## config.mk

```make
export PLATFORM = sky130hd
export DESIGN_NAME = fifo_rd_packer
export DESIGN_NICKNAME = d
export VERILOG_FILES = /design/src/rtl/fifo_pack_pkg.sv /design/src/rtl/fifo_pack_out_reg.sv /design/src/rtl/fifo_rd_packer.sv
export SDC_FILE = /design/constraint.sdc
export NUM_CORES = 1
export LEC_CHECK = 0
export ABC_AREA = 0
export CELL_PAD_IN_SITES_DETAIL_PLACEMENT = 0
export CELL_PAD_IN_SITES_GLOBAL_PLACEMENT = 1
export CORE_ASPECT_RATIO = 0.75
export CORE_UTILIZATION = 46
export CTS_CLUSTER_SIZE = 12
export DETAILED_ROUTE_END_ITERATION = 16
export GPL_ROUTABILITY_DRIVEN = 0
export HOLD_SLACK_MARGIN = 0.12
export PLACE_DENSITY = 0.93
export SLEW_MARGIN = 20
export SYNTH_ARGS = -nofsm -noshare
export SYNTH_HDL_FRONTEND = slang
export SYNTH_SLANG_ARGS = --single-unit
```

## constraint.sdc

```tcl
create_clock -name clk_i -period 3.4 [get_ports clk_i]
set_clock_uncertainty 0.15 [all_clocks]
set_input_delay 0.85 -clock clk_i [delete_from_list [all_inputs] [get_ports clk_i]]
set_output_delay 0.85 -clock clk_i [all_outputs]
set_load 0.05 [all_outputs]
```

## src/rtl/fifo_pack_pkg.sv

```systemverilog
// Shared constants and helpers for the FIFO read-side packer.
// Optional partial-word timeout flush is enabled by defining FIFO_PACK_TIMEOUT_EN.
package fifo_pack_pkg;

  localparam int unsigned DefWidth   = 8;
  localparam int unsigned DefLanes   = 4;
  localparam int unsigned DefTimeout = 16;
  localparam int unsigned MaxLanes   = 8;
  localparam int unsigned FillW      = $clog2(DefLanes) + 1;

  typedef logic [DefLanes-1:0] keep_t;

  // Fill counter must hold 0..lanes inclusive.
  function automatic int unsigned fill_w(input int unsigned lanes);
    return $clog2(lanes) + 1;
  endfunction

  function automatic logic [MaxLanes-1:0] keep_mask(input int unsigned n);
    logic [MaxLanes-1:0] m;
    m = '0;
    for (int unsigned i = 0; i < MaxLanes; i++) begin
      if (i < n) m[i] = 1'b1;
    end
    return m;
  endfunction

endpackage

```

## src/rtl/fifo_pack_out_reg.sv

```systemverilog
// Output holding register for packed words with a valid/ready handshake.
module fifo_pack_out_reg #(
  parameter int unsigned DataW = 32,
  parameter int unsigned KeepW = 4
) (
  input  logic             clk_i,
  input  logic             rst_ni,
  input  logic             load_i,
  input  logic [DataW-1:0] load_data_i,
  input  logic [KeepW-1:0] load_keep_i,
  input  logic             m_ready_i,
  output logic             slot_free_o,
  output logic             m_valid_o,
  output logic [DataW-1:0] m_data_o,
  output logic [KeepW-1:0] m_keep_o
);

  logic             valid_q;
  logic [DataW-1:0] data_q;
  logic [KeepW-1:0] keep_q;

  assign slot_free_o = !valid_q || m_ready_i;
  assign m_valid_o   = valid_q;
  assign m_data_o    = data_q;
  assign m_keep_o    = keep_q;

  // Callers only pulse load_i while the slot is free, so a load never overwrites a held word.
  always_ff @(posedge clk_i or negedge rst_ni) begin
    if (!rst_ni) begin
      valid_q <= 1'b0;
      data_q  <= '0;
      keep_q  <= '0;
    end else if (load_i) begin
      valid_q <= 1'b1;
      data_q  <= load_data_i;
      keep_q  <= load_keep_i;
    end else if (m_ready_i) begin
      valid_q <= 1'b0;
    end
  end

endmodule

```

## src/rtl/fifo_rd_packer.sv

```systemverilog
// Drains an async FIFO on its read clock and packs LANES entries per output word.
// Define FIFO_PACK_TIMEOUT_EN to flush idle partial words after TIMEOUT cycles.
module fifo_rd_packer
  import fifo_pack_pkg::*;
#(
  parameter int unsigned WIDTH   = DefWidth,
  parameter int unsigned LANES   = DefLanes,
  parameter int unsigned TIMEOUT = DefTimeout
) (
  input  logic                   clk_i,
  input  logic                   rst_ni,
  input  logic                   fifo_empty_i,
  input  logic [WIDTH-1:0]       fifo_rdata_i,
  output logic                   fifo_rd_en_o,
  output logic                   m_valid_o,
  input  logic                   m_ready_i,
  output logic [WIDTH*LANES-1:0] m_data_o,
  output logic [LANES-1:0]       m_keep_o
);

  localparam int unsigned FillBits = fill_w(LANES);

  logic [FillBits-1:0]          fill_q, fill_d, fill_cap;
  logic                         inflight_q;
  logic [LANES-1:0][WIDTH-1:0]  acc_q, acc_d;
  logic                         slot_free, load;
  logic [WIDTH*LANES-1:0]       load_data;
  logic [LANES-1:0]             load_keep;

  // Counting the in-flight read keeps the accumulator from being oversubscribed.
  assign fifo_rd_en_o = rst_ni && !fifo_empty_i &&
                        ((fill_q + FillBits'(inflight_q)) < FillBits'(LANES));

`ifdef FIFO_PACK_TIMEOUT_EN
  localparam int unsigned IdleW = (TIMEOUT > 1) ? $clog2(TIMEOUT) : 1;
  logic [IdleW-1:0]    idle_q, idle_d;
  logic                idle_cond;
  logic [MaxLanes-1:0] mask;

  assign idle_cond = (fill_q != '0) && (fill_q < FillBits'(LANES)) && !inflight_q && fifo_empty_i;
  assign mask      = keep_mask(int'(fill_q));
`endif

  always_comb begin
    acc_d     = acc_q;
    fill_cap  = fill_q;
    load      = 1'b0;
    load_keep = '1;
    if (inflight_q) begin
      acc_d[fill_q[FillBits-2:0]] = fifo_rdata_i;
      fill_cap                    = fill_q + FillBits'(1);
    end
    load_data = acc_d;
    fill_d    = fill_cap;
    // A word completing on this edge goes straight to the output when the slot frees.
    if (fill_cap == FillBits'(LANES) && slot_free) begin
      load   = 1'b1;
      fill_d = '0;
      acc_d  = '0;
    end
`ifdef FIFO_PACK_TIMEOUT_EN
    idle_d = '0;
    if (idle_cond) begin
      if (idle_q == IdleW'(TIMEOUT - 1)) begin
        idle_d = idle_q;
        if (slot_free) begin
          load      = 1'b1;
          load_keep = mask[LANES-1:0];
          fill_d    = '0;
          acc_d     = '0;
          idle_d    = '0;
        end
      end else begin
        idle_d = idle_q + IdleW'(1);
      end
    end
`endif
  end

  always_ff @(posedge clk_i or negedge rst_ni) begin
    if (!rst_ni) begin
      fill_q     <= '0;
      inflight_q <= 1'b0;
      acc_q      <= '0;
    end else begin
      fill_q     <= fill_d;
      inflight_q <= fifo_rd_en_o;
      acc_q      <= acc_d;
    end
  end

`ifdef FIFO_PACK_TIMEOUT_EN
  always_ff @(posedge clk_i or negedge rst_ni) begin
    if (!rst_ni) idle_q <= '0;
    else         idle_q <= idle_d;
  end
`endif

  fifo_pack_out_reg #(
    .DataW (WIDTH * LANES),
    .KeepW (LANES)
  ) u_out_reg (
    .clk_i       (clk_i),
    .rst_ni      (rst_ni),
    .load_i      (load),
    .load_data_i (load_data),
    .load_keep_i (load_keep),
    .m_ready_i   (m_ready_i),
    .slot_free_o (slot_free),
    .m_valid_o   (m_valid_o),
    .m_data_o    (m_data_o),
    .m_keep_o    (m_keep_o)
  );

endmodule

```

# == Yosys cells after proc, flatten, opt, wreduce, memory -nomap -nowiden ==
# Index checks and enable logic that the tools add are counted.
# word_totals
in_bits,12
regBits,70
elab_cells,33
out_inout_bits,38
# classes
reduce_logical,8
n_mux,10
n_addsub,2
order_cmp,3
n_eq_ne,1
# ops
operator,n
two-way mux 32 bit,2
bitwise mux 32 bit,1
demux 8 bit (select 2 bit),1
two-way mux 8 bit,1
two-way mux 3 bit,2
logical AND 1 bit,4
adder 3 x 1 -> 3 bit,1
"adder 3 x 1 -> 3 bit, second input constant",1
"equality test 3 bit, second input constant",1
"< comparator 2 x 3 -> 1 bit, second input constant",1
"< comparator 3 bit, second input constant",1
two-way mux 1 bit,3
">= comparator 2 x 1 -> 1 bit, second input constant",1
zero test 1 bit,2
nonzero test 2 bit,1
logical OR 1 bit,1

# == Depth between registers and ports, before layout ==
# depth
depth_word,7
depth_mapped,7
ltp_nobuf,5

# == By module ==
# A second synthesis with hierarchy kept.
# unflattened
cells_unflattened,226
hier_area_um2,3260.6
# by_module_without_submodules
module,cells_each,area_per_inst_um2,seq_area_each_um2,instances
fifo_rd_packer,147,1736.7,900.9,1
fifo_pack_out_reg,79,1524.0,925.9,1

# == Worst setup path before layout ==
# No wires, ideal clock.
# synth_timing
path_type,input-to-output
startpoint,input fifo_empty_i
endpoint,output fifo_rd_en_o
path_buffers,0
path_slack_ns,0.350
t_required_ns,2.400
t_arrival_ns,2.050
stages,1
cell_sequence,nor3b_1
# synth_between
elab_chain_len,3
# synth_rtl
item,line,rtl
start: declaration,fifo_rd_packer.sv:12,"input logic fifo_empty_i,"
zero test 1 bit,fifo_rd_packer.sv:31,assign fifo_rd_en_o = rst_ni && !fifo_empty_i &&
logical AND 1 bit (2 in series),fifo_rd_packer.sv:31,
end: declaration,fifo_rd_packer.sv:14,"output logic fifo_rd_en_o,"
# No other way between the ends.

# == Worst setup path in the final report ==
# Ends and elaborated chain as after synthesis.

==> impl_metrics.toml <==
[status]
run_status = "completed"

[drt]
wl_met3_um = 496
firstDrtPassIters = 4
avgRoutedWirePerCell_um = 18.0
wl_met1_um = 3970
drt-initial-drc-count = 181
post-route-drc-count = 0
top_layer = "met4"
viasPerCell = 5.99
num_vias = 2817
wl_met2_um = 3910
ant_nets = 0
routed_wl_um = 8440

[global_routing]
gr-total-overflow = 0
antenna_found_initial = 0
track_usage_pct = 23.0
grt_pass1_wl_um = 13800
grt_max_degree = 71
first_global_vias = 2643

[cells_and_area]
final_cells = 470
layout-drive-gt1-share_pct = 17.6
final_cell_area_mm2 = 0.00429
antenna_cells = 0
n_fill_cell = 648
utilization_pct = 58.0
area_growth_pct = 21.5
nNetsFinal = 381

[power_and_ir_drop]
swShare_pct = 45.9
pwr-share-comb_pct = 56.9
p_sw_mw = 2.31
p_per_area_mw_per_mm2 = 1170
pwr-share-clk_pct = 14.6
ir_drop_v = 0.000566
p_leak_nw = 1.83
power_frac_seq_pct = 28.6
p_int_mw = 2.73

[worst_setup_path]
reg2regPathDepth = 6
cp_max_fo = 2
cp-start-kind = "input port"
path_cells = "clkdlybuf4s50_1 > nor3b_1 > buf_4 > buf_12"
required_ns = 2.40
arrival_ns = 1.74
critical-path-slowest-cell = "clkdlybuf4s50_1"
critical_path.top_delay_family = "buffers and inverters"
r2r_start = "fill_q[1]$_DFF_PN0_"
cpPeakStageDelay_ns = 0.40
setup.worst_path.start = "fifo_empty_i"
crit_type = "in -> out"
cp-end-kind = "primary output"
crit_cells = 4
critPathBufInv = 3

[sta]
report.final.setup_viol = 0
max_freq_mhz = 364
holdWs_ns = 0.393
slew_viol_final = 0
worst_pin_slew_ns = 0.901
post-route-period-util_pct = 80.7
rsz0062_at_grt = "false"
hold_viol = 0
period_minus_slack_ns = 2.74
setup-tns-final_ns = 0
maxSlewHeadroom_pct = 39.9

[hold_path]
hp-class = "reg -> reg"
min_path_cells = 2
hold_path_startpoint = "acc_q[27]$_DFF_PN0_"

[die]
rows = 27
initial_utilization_pct = 47.7
die_x_um = 103
die_h_um = 77.9
core_area_mm2 = 0.00740
dieArea_mm2 = 0.00803
io-pin-count = 50

[place]
dp.cells = 454
io_buffers = 49
dp_hpwl_um = 5190
placed_area_mm2 = 0.00408

[synthesis]
ys_ff_latch = 70
synthesis.nets = 349
synth_area_leaders = "dfrtp_1 (50%), a22oi_2 (11%), a21oi_1 (9.2%)"
synth_top_cell_area_share_pct = 49.6
syn-cell-area_mm2 = 0.00353
yosysSeqAreaShare_pct = 49.6
syn_area_per_cell_um2 = 10.6
yosysWarnings = 0
syn-instance-count = 332
synth_cell_types = 26
yosys.area.top_type = "dfrtp_1"

[clocking]
htreeDepth = 3
postCtsHoldBufs = 0
cts_resized = 0
clk_pin_slew_ns = 0.07
cts_root_buf = "clkbuf_8"
cts_tree = "done"
worstSkewPairLatency_ns = 0.34
numCtsBuffers = 9
cts.sinks = 70
post-cts-setup-buffers = 0
clock_path_buffers = 2

[flow_run]
maxCapViolCount = 0
stage by stage:
stage	setup slack (ns)	power [mW]
6_report	0.656	5.04
5_1_grt	0.586	5.34
4_1_cts	0.640	5.07
3_5_place_dp	0.587	4.33
3_3_place_gp	0.634	4.27
2_1_floorplan	0.350	3.53
sequential cells by signal, summed over array words and instances, names as in the netlist:
name,flops
acc_q,32
u_out_reg.m_data_o,32
u_out_reg.m_valid_o,1
fill_q,3
inflight_q,1
u_out_reg.m_keep_o,1
synthesized netlist by cell type, drive strengths merged:
library cell,instances
a211oi,32
buf,17
a31oi,32
a22oi,32
nand2,6
a21o,1
inv,3
xor2,1
o21ai,1
or4,1
or3b,1
xnor2,2
nor2b,1
dfrtp,70
or2,1
ha,5
and3,32
nor3b,2
nand2b,2
o2bb2ai,1
a21oi,65
clkbuf,24
tightest hold or removal path, cell delays in order (launching register included):
cell     delay [ns]
dfrtp_1        0.34
a21oi_1        0.06
a21oi_1        0.10
routing by layer:
layer,vias to the layer above,GRT usage (%)
met3,9,6.49
met2,93,33.3
met5,-,0
li1,1345,-
met1,1370,34.4
met4,0,4.51
final timing paths:
kind	to	slack, ns
min in group asynchronous	u_out_reg.m_data_o[1]$_DFFE_PN0P_	0.58
max	fifo_rd_en_o	0.66
min	acc_q[27]$_DFF_PN0_	0.39
max in group asynchronous	fill_q[2]$_DFF_PN0_	1.92
max reg2reg	u_out_reg.m_data_o[18]$_DFFE_PN0P_	0.85
min reg2reg	acc_q[27]$_DFF_PN0_	0.39
cells in the final DEF, fill, tap and decap left out, types with 2 or more instances in the layout:
cell	n
a211oi_1	32
a21oi_1	65
a22oi_1	2
a22oi_2	30
a31oi_1	32
and3_1	32
buf_12	2
buf_4	12
bufinv_16	2
clkbuf_1	2
clkbuf_8	10
clkdlybuf4s50_1	47
clkinv_2	2
dfrtp_1	70
ha_1	5
inv_1	3
nand2_1	6
xnor2_1	2
power groups by stage:
stage	Combinational [mW]	Sequential (mW)	Clock (mW)
finish	2.87	1.44	0.734
global placement	2.83	1.44	0
floorplan	1.39	2.14	0
CTS	2.88	1.44	0.750
detailed placement	2.87	1.46	0
global route	3.07	1.48	0.792
cell families (layout without fill, tap and decap cells):
| kind of cell | count (synthesis) | in the layout | synth area share, % |
|---|---|---|---|
| flops | 70 | 70 | 49.6 |
| buf+inv | 44 | 81 | 6.31 |
| xor+xnor | 3 | 3 | 0.744 |
| fa+ha+maj | 5 | 5 | 1.77 |
| compound gates | 164 | 164 | 33.5 |
| simple gates | 46 | 46 | 8.04 |
final cells by class:
| cell class | instances | area (um2) | area share, % |
|---|---|---|---|
| Timing Repair Buffer | 62 | 606 | 14.1 |
| Multi-Input combinational cell | 218 | 1580 | 36.8 |
| Tap cell | 101 | 126 | 2.95 |
| Sequential cell | 70 | 1750 | 40.8 |
| Inverter | 3 | 11.3 | 0.262 |
| Clock buffer | 12 | 145 | 3.38 |
| Clock inverter | 4 | 70.1 | 1.63 |
(Power assumes the default switching activity.)
